**src/rtl/reg_rename_ctrl_pkg.sv**
```systemverilog
// Shared widths and types for the register rename controller.
// Register index, data width and register count live here so every file agrees.
package reg_rename_ctrl_pkg;

  localparam int REGNUM  = 32;
  localparam int REGIDXW = 5;
  localparam int DATALEN = 32;
  localparam int CNTW    = 6;

  typedef logic [REGIDXW-1:0] regindex_t;
  typedef logic [DATALEN-1:0] datalen_t;
  typedef logic [CNTW-1:0]    cnt_t;

  // Registered register-file write port.
  typedef struct packed {
    logic      we;
    regindex_t waddr;
    datalen_t  wdata;
  } rf_wr_t;

endpackage

```
**src/rtl/reg_rename_ctrl_if.sv**
```systemverilog
// Issue/commit/lookup/register-file bundle of the rename controller.
// The issue and ROB side drives through master; the controller sits on slave.
interface reg_rename_ctrl_if
  import reg_rename_ctrl_pkg::*;
#(
  parameter int ROB_TAG_W = 4
);

  logic                 rdy;
  logic                 jump_wrong;

  logic                 issue_valid;
  logic                 issue_has_rd;
  regindex_t            issue_rd;
  logic [ROB_TAG_W-1:0] issue_tag;
  regindex_t            issue_rs1;
  regindex_t            issue_rs2;

  logic                 rs1_busy;
  logic                 rs2_busy;
  logic [ROB_TAG_W-1:0] rs1_tag;
  logic [ROB_TAG_W-1:0] rs2_tag;
  logic                 rs1_commit_hit;
  logic                 rs2_commit_hit;

  logic                 commit_valid;
  regindex_t            commit_rd;
  logic [ROB_TAG_W-1:0] commit_tag;
  datalen_t             commit_value;

  logic                 rf_we;
  regindex_t            rf_waddr;
  datalen_t             rf_wdata;
  cnt_t                 busy_cnt;

  modport master (
    output rdy, jump_wrong,
    output issue_valid, issue_has_rd, issue_rd, issue_tag, issue_rs1, issue_rs2,
    output commit_valid, commit_rd, commit_tag, commit_value,
    input  rs1_busy, rs2_busy, rs1_tag, rs2_tag, rs1_commit_hit, rs2_commit_hit,
    input  rf_we, rf_waddr, rf_wdata, busy_cnt
  );

  modport slave (
    input  rdy, jump_wrong,
    input  issue_valid, issue_has_rd, issue_rd, issue_tag, issue_rs1, issue_rs2,
    input  commit_valid, commit_rd, commit_tag, commit_value,
    output rs1_busy, rs2_busy, rs1_tag, rs2_tag, rs1_commit_hit, rs2_commit_hit,
    output rf_we, rf_waddr, rf_wdata, busy_cnt
  );

endinterface

```
**src/rtl/reg_rename_ctrl.sv**
```systemverilog
// Per-register rename state (busy + producing ROB tag) with combinational
// source lookup, commit bypass hit, flush, and a registered register-file write.
module reg_rename_ctrl
  import reg_rename_ctrl_pkg::*;
#(
  parameter int ROB_TAG_W = 4
) (
  input logic               clk,
  input logic               rst,
  reg_rename_ctrl_if.slave  bus
);

  typedef logic [ROB_TAG_W-1:0] tag_t;

  logic [REGNUM-1:0] busy_q, busy_d;
  tag_t              tag_q [REGNUM];
  tag_t              tag_d [REGNUM];
  cnt_t              cnt_q, cnt_d;
  rf_wr_t            rf_q;

  logic issue_en;
  logic commit_en;
  logic commit_clr;

  assign issue_en  = bus.issue_valid && bus.issue_has_rd && (bus.issue_rd != '0);
  assign commit_en = bus.commit_valid && (bus.commit_rd != '0);

  // A commit only retires the rename if it is still the newest producer and
  // the same-cycle issue is not renaming that register again.
  assign commit_clr = commit_en && busy_q[bus.commit_rd]
                   && (tag_q[bus.commit_rd] == bus.commit_tag)
                   && !(issue_en && (bus.issue_rd == bus.commit_rd));

  // Source 1 lookup; x0 never has rename state.
  always_comb begin
    bus.rs1_busy       = 1'b0;
    bus.rs1_tag        = '0;
    bus.rs1_commit_hit = 1'b0;
    if (bus.issue_rs1 != '0) begin
      bus.rs1_tag = tag_q[bus.issue_rs1];
      if (busy_q[bus.issue_rs1]) begin
        if (bus.commit_valid && (bus.commit_rd == bus.issue_rs1)
            && (bus.commit_tag == tag_q[bus.issue_rs1]))
          bus.rs1_commit_hit = 1'b1;
        else
          bus.rs1_busy = 1'b1;
      end
    end
  end

  // Source 2 lookup, same rules as source 1.
  always_comb begin
    bus.rs2_busy       = 1'b0;
    bus.rs2_tag        = '0;
    bus.rs2_commit_hit = 1'b0;
    if (bus.issue_rs2 != '0) begin
      bus.rs2_tag = tag_q[bus.issue_rs2];
      if (busy_q[bus.issue_rs2]) begin
        if (bus.commit_valid && (bus.commit_rd == bus.issue_rs2)
            && (bus.commit_tag == tag_q[bus.issue_rs2]))
          bus.rs2_commit_hit = 1'b1;
        else
          bus.rs2_busy = 1'b1;
      end
    end
  end

  // NOTE: every next-state variable gets its hold value first, so no path
  // through this block can leave one unassigned and infer a latch.
  always_comb begin
    busy_d = busy_q;
    tag_d  = tag_q;
    cnt_d  = cnt_q;
    if (bus.jump_wrong) begin
      busy_d = '0;
      cnt_d  = '0;
    end else begin
      if (issue_en) begin
        busy_d[bus.issue_rd] = 1'b1;
        tag_d[bus.issue_rd]  = bus.issue_tag;
        if (!busy_q[bus.issue_rd])
          cnt_d = cnt_d + cnt_t'(1);
      end
      if (commit_clr) begin
        busy_d[bus.commit_rd] = 1'b0;
        cnt_d = cnt_d - cnt_t'(1);
      end
    end
  end

  // NOTE: the tag array is reset along with busy because tags are visible on
  // the lookup outputs even when not busy; state uses non-blocking updates only.
  always_ff @(posedge clk) begin
    if (rst) begin
      busy_q <= '0;
      tag_q  <= '{default: '0};
      cnt_q  <= '0;
      rf_q   <= '0;
    end else if (bus.rdy) begin
      busy_q      <= busy_d;
      tag_q       <= tag_d;
      cnt_q       <= cnt_d;
      rf_q.we     <= commit_en;
      rf_q.waddr  <= bus.commit_rd;
      rf_q.wdata  <= bus.commit_value;
    end else begin
      rf_q.we <= 1'b0;
    end
  end

  assign bus.rf_we    = rf_q.we;
  assign bus.rf_waddr = rf_q.waddr;
  assign bus.rf_wdata = rf_q.wdata;
  assign bus.busy_cnt = cnt_q;

endmodule

```
**src/flat_wrapper.sv**
```systemverilog
// flat-port wrapper written by rule: the top's interface ports become plain ports
module reg_rename_ctrl_flat import reg_rename_ctrl_pkg::*;
#(
  parameter int ROB_TAG_W = 4
)
  (clk, rst, bus_rdy, bus_jump_wrong, bus_issue_valid, bus_issue_has_rd, bus_issue_rd, bus_issue_tag, bus_issue_rs1, bus_issue_rs2, bus_commit_valid, bus_commit_rd, bus_commit_tag, bus_commit_value, bus_rs1_busy, bus_rs2_busy, bus_rs1_tag, bus_rs2_tag, bus_rs1_commit_hit, bus_rs2_commit_hit, bus_rf_we, bus_rf_waddr, bus_rf_wdata, bus_busy_cnt);
  reg_rename_ctrl_if #(.ROB_TAG_W(ROB_TAG_W)) bus_i ();
  input logic clk;
  input logic rst;
  input wire logic [$bits(bus_i.rdy)-1:0] bus_rdy;
  input wire logic [$bits(bus_i.jump_wrong)-1:0] bus_jump_wrong;
  input wire logic [$bits(bus_i.issue_valid)-1:0] bus_issue_valid;
  input wire logic [$bits(bus_i.issue_has_rd)-1:0] bus_issue_has_rd;
  input wire logic [$bits(bus_i.issue_rd)-1:0] bus_issue_rd;
  input wire logic [$bits(bus_i.issue_tag)-1:0] bus_issue_tag;
  input wire logic [$bits(bus_i.issue_rs1)-1:0] bus_issue_rs1;
  input wire logic [$bits(bus_i.issue_rs2)-1:0] bus_issue_rs2;
  input wire logic [$bits(bus_i.commit_valid)-1:0] bus_commit_valid;
  input wire logic [$bits(bus_i.commit_rd)-1:0] bus_commit_rd;
  input wire logic [$bits(bus_i.commit_tag)-1:0] bus_commit_tag;
  input wire logic [$bits(bus_i.commit_value)-1:0] bus_commit_value;
  output wire logic [$bits(bus_i.rs1_busy)-1:0] bus_rs1_busy;
  output wire logic [$bits(bus_i.rs2_busy)-1:0] bus_rs2_busy;
  output wire logic [$bits(bus_i.rs1_tag)-1:0] bus_rs1_tag;
  output wire logic [$bits(bus_i.rs2_tag)-1:0] bus_rs2_tag;
  output wire logic [$bits(bus_i.rs1_commit_hit)-1:0] bus_rs1_commit_hit;
  output wire logic [$bits(bus_i.rs2_commit_hit)-1:0] bus_rs2_commit_hit;
  output wire logic [$bits(bus_i.rf_we)-1:0] bus_rf_we;
  output wire logic [$bits(bus_i.rf_waddr)-1:0] bus_rf_waddr;
  output wire logic [$bits(bus_i.rf_wdata)-1:0] bus_rf_wdata;
  output wire logic [$bits(bus_i.busy_cnt)-1:0] bus_busy_cnt;
  assign bus_i.rdy = bus_rdy;
  assign bus_i.jump_wrong = bus_jump_wrong;
  assign bus_i.issue_valid = bus_issue_valid;
  assign bus_i.issue_has_rd = bus_issue_has_rd;
  assign bus_i.issue_rd = bus_issue_rd;
  assign bus_i.issue_tag = bus_issue_tag;
  assign bus_i.issue_rs1 = bus_issue_rs1;
  assign bus_i.issue_rs2 = bus_issue_rs2;
  assign bus_i.commit_valid = bus_commit_valid;
  assign bus_i.commit_rd = bus_commit_rd;
  assign bus_i.commit_tag = bus_commit_tag;
  assign bus_i.commit_value = bus_commit_value;
  assign bus_rs1_busy = bus_i.rs1_busy;
  assign bus_rs2_busy = bus_i.rs2_busy;
  assign bus_rs1_tag = bus_i.rs1_tag;
  assign bus_rs2_tag = bus_i.rs2_tag;
  assign bus_rs1_commit_hit = bus_i.rs1_commit_hit;
  assign bus_rs2_commit_hit = bus_i.rs2_commit_hit;
  assign bus_rf_we = bus_i.rf_we;
  assign bus_rf_waddr = bus_i.rf_waddr;
  assign bus_rf_wdata = bus_i.rf_wdata;
  assign bus_busy_cnt = bus_i.busy_cnt;
  reg_rename_ctrl #(.ROB_TAG_W(ROB_TAG_W)) u_core (.clk(clk), .rst(rst), .bus(bus_i));
endmodule
```
**config.mk**
```make
export PLATFORM = sky130hd
export DESIGN_NAME = reg_rename_ctrl_flat
export DESIGN_NICKNAME = d
export VERILOG_FILES = /design/src/rtl/reg_rename_ctrl_pkg.sv /design/src/rtl/reg_rename_ctrl_if.sv /design/src/rtl/reg_rename_ctrl.sv /design/src/flat_wrapper.sv
export SDC_FILE = /design/constraint.sdc
export NUM_CORES = 1
export LEC_CHECK = 0
export ABC_AREA = 0
export BUFFER_PORTS_ARGS = -buffer_cell sky130_fd_sc_hd__buf_2
export CAP_MARGIN = 40
export CORE_ASPECT_RATIO = 1.1
export CORE_UTILIZATION = 40
export CTS_BUF_LIST = sky130_fd_sc_hd__clkbuf_4 sky130_fd_sc_hd__clkbuf_8
export DETAILED_ROUTE_END_ITERATION = 7
export PLACE_DENSITY_LB_ADDON = 0.1
export SLEW_MARGIN = 20
export SYNTH_ARGS = -nofsm -noshare
export SYNTH_HDL_FRONTEND = slang
export SYNTH_SLANG_ARGS = --single-unit
```
**constraint.sdc**
```tcl
create_clock -name clk -period 2.48 [get_ports clk]
set_input_delay 0 -clock clk [delete_from_list [all_inputs] [get_ports clk]]
set_output_delay 0 -clock clk [all_outputs]
set_load 0.02 [all_outputs]
```
==> flow_summary.ini <==
[finish]
fillers = 2745
area_delta_synth_final_pct = 41.7
fin_cells = 2134
finalNetCount = 1755
drive_gt1_frac = 0.422

[power]
irDropWorstVdd_mv = 0.328
p_total_mw = 8.20
leakage_nw = 7.14
powerDensity_nw_per_um2 = 462

[drt]
wirelength_um = 50800
drt_iter0_drc = 1093
vias_per_cell = 5.78
drc = 0
vias = 12341
ant_nets = 0
drt-pass1-iter-count = 5
wl_per_cell_um = 23.8

[clocking]
cts.clk_slew.worst_paths_ps = 60
clockBufferDepth = 3
cts-htree-levels = 2
cts_root_buffer = clkbuf_8
cts_tree = done
clkLatencyLatePin_ps = 570
numCtsBuffers = 40
clkSinkCount = 204

[global_routing]
gr-usage-met3 = 0.0616
use_met1 = 0.418
grt_pass1_wl_um = 76600
grt_pass1_vias = 12129
top_usage_layer = met2
grt_overflow = 0
grt_antenna_before_repair = 1
use_met2 = 0.520
grtUsageTotal = 0.321
grt_max_degree = 84

[die]
fp.dieW_um = 171
start_util = 0.409
core_um2 = 30700
die_area_um2 = 32000
pin_count = 123
rows = 67
die_y_um = 188

[logic_synthesis]
synth_edf_count = 0
ys.flop_type = dfxtp_1
yosysMostFrequentCell = dfxtp_1
synthArstFlopShare = 0
synth_area_leaders = dfxtp_1 (33%), mux4_2 (20%), mux2i_1 (15%), nor2_1 (5.0%), a21oi_1 (3.4%)
synth_top_area_share = 0.326
avgSynthCellArea_um2 = 9.67
synth-seq-cells = 204
syn_area_um2 = 12500
synth-seq-area-share = 0.326
synthCells = 1296
syn_nets = 1364
synth.cells.most_frequent = dfxtp_1 (204), mux2i_1 (189), nor2_1 (166)
yosys_warnings = 0
synth_cell_types = 56
yosys.area.top_type = dfxtp_1

[sta]
slew_viol_final = 0
rsz0062_at_grt = yes
setup_viol = 49
tns_ps = -15840
min_period_over_period = 1.24
holdWs_ps = 31.3
relSlewSlack = 0.438
worst_slack_ps = -607
post-route-min-period_ps = 3090
tightest_slew_ps = 839
finalClockSkew_ps = 41.1
fmax_mhz = 324
hold_viol = 0

[critical_path]
arrival_ps = 3090
worstPathRequired_ps = 2480
crit_path_frequent_cell = mux4_2
cp-start-kind = flop
cpPeakStageDelay_ps = 550
crit_type = reg -> out
worst-r2r-cell-count = 12
worstSetupEndpointType = output pin
slowest_stage = mux4_2
cp_cell_sequence = buf_6, mux4_2, mux4_2, mux2i_4, xnor2_2, nor3_4, buf_12, nand3_2, nor2_1, buf_4
cp_max_fo = 3

[status]
violations = negative setup slack
status = complete, but fails checks

[worst_hold_path]
hold_path_class = in -> reg
min_path_cells = 4

[placed_design]
place.gp.congestion = 0.946
dpl.cell_count = 1984
pre_cts_ws_ps = -738
dpl.hpwl_um = 36400
portBuffers = 122

[run]
max_cap_violations = 0
layout by cell type (no fill, tap or decap), types with 39 or more instances in the layout:
| cell type | instances |
|---|---|
| buf_4 | 246 |
| mux2i_1 | 171 |
| dfxtp_1 | 164 |
| nor2_1 | 159 |
| mux4_2 | 109 |
| buf_2 | 108 |
| nand2_1 | 97 |
| a21oi_1 | 85 |
| buf_6 | 61 |
| clkbuf_8 | 55 |
| nand3_1 | 43 |
| dfxtp_2 | 40 |
| dlygate4sd3_1 | 39 |
what timing repair did:
item                       in CTS  in global routing
hold buffers                   39                  0
resized for setup             148                 46
hold endpoints to repair       93                  0
pin swaps                      60                  8
buffers inserted               27                 21
setup endpoints to repair      49                 49
through the flow:
stage / util / instance area, µm²
6_report: 0.579 / 17800
5_1_grt: 0.579 / 17800
4_1_cts: 0.571 / 17500
3_5_place_dp: 0.505 / 15500
3_3_place_gp: 0.505 / 15500
2_1_floorplan: - / 12600
final cells by class:
type	instances	area (µm²)	share of cell area
multi-input combinational	950	8330	0.469
sequential	204	4130	0.233
timing repair buffer	472	3820	0.215
clock buffer	60	795	0.0447
tap	414	518	0.0292
clock inverter	14	100	0.00563
inverter	19	71.3	0.00401
antenna	1	2.50	0.000141
registers in the layout (all words and copies together) (netlist names):
register,flops
u_core.busy_q,32
u_core.bus.rf_waddr,5
u_core.bus.rf_we,1
u_core.bus.rf_wdata,32
u_core.bus.busy_cnt,6
u_core.tag_q,128
worst max-delay path: cells and delay by family, from the launching register on:
kind          cells  cell delay [ps]
mux               3             1260
flops             1              330
simple gates      3              420
buf+inv           3              420
xor+xnor          1              100
path summary, 6_finish.rpt:
path / to / startpoint / slack, ps
worst max-delay path: bus_rs2_commit_hit / u_core.tag_q[38] / -610
worst min-delay path: u_core.bus.busy_cnt[4] / bus_jump_wrong / 30
worst max register to register: u_core.busy_q[22] / u_core.tag_q[19] / -430
worst min register to register: u_core.bus.busy_cnt[5] / u_core.bus.busy_cnt[5] / 450
layer usage:
layer  wire [µm]  up-vias  part of all wire
met3        3520      109             0.069
li1            -     5636                 -
met4        2100        0             0.041
met2       24100      525              0.47
met5           0        -                 0
met1       21100     6071              0.41
kinds of logic after synthesis:
logic type               after synthesis  synth area share
AO/OA/AOI/OAI                        233             0.116
XOR/XNOR                              27            0.0189
adder cells (fa/ha/maj)                1          0.000998
multiplexers                         301             0.349
AND/OR/NAND/NOR                      388             0.144
flip-flops                           204             0.326
buffers and inverters                142            0.0448
report_power, final:
group / internal (mW) / switching, mW / total, mW
logic: 0.452 / 0.626 / 1.08
registers: 3.32 / 0.0215 / 3.34
clock network: 2.16 / 1.62 / 3.78
(Power assumes the default switching activity.)
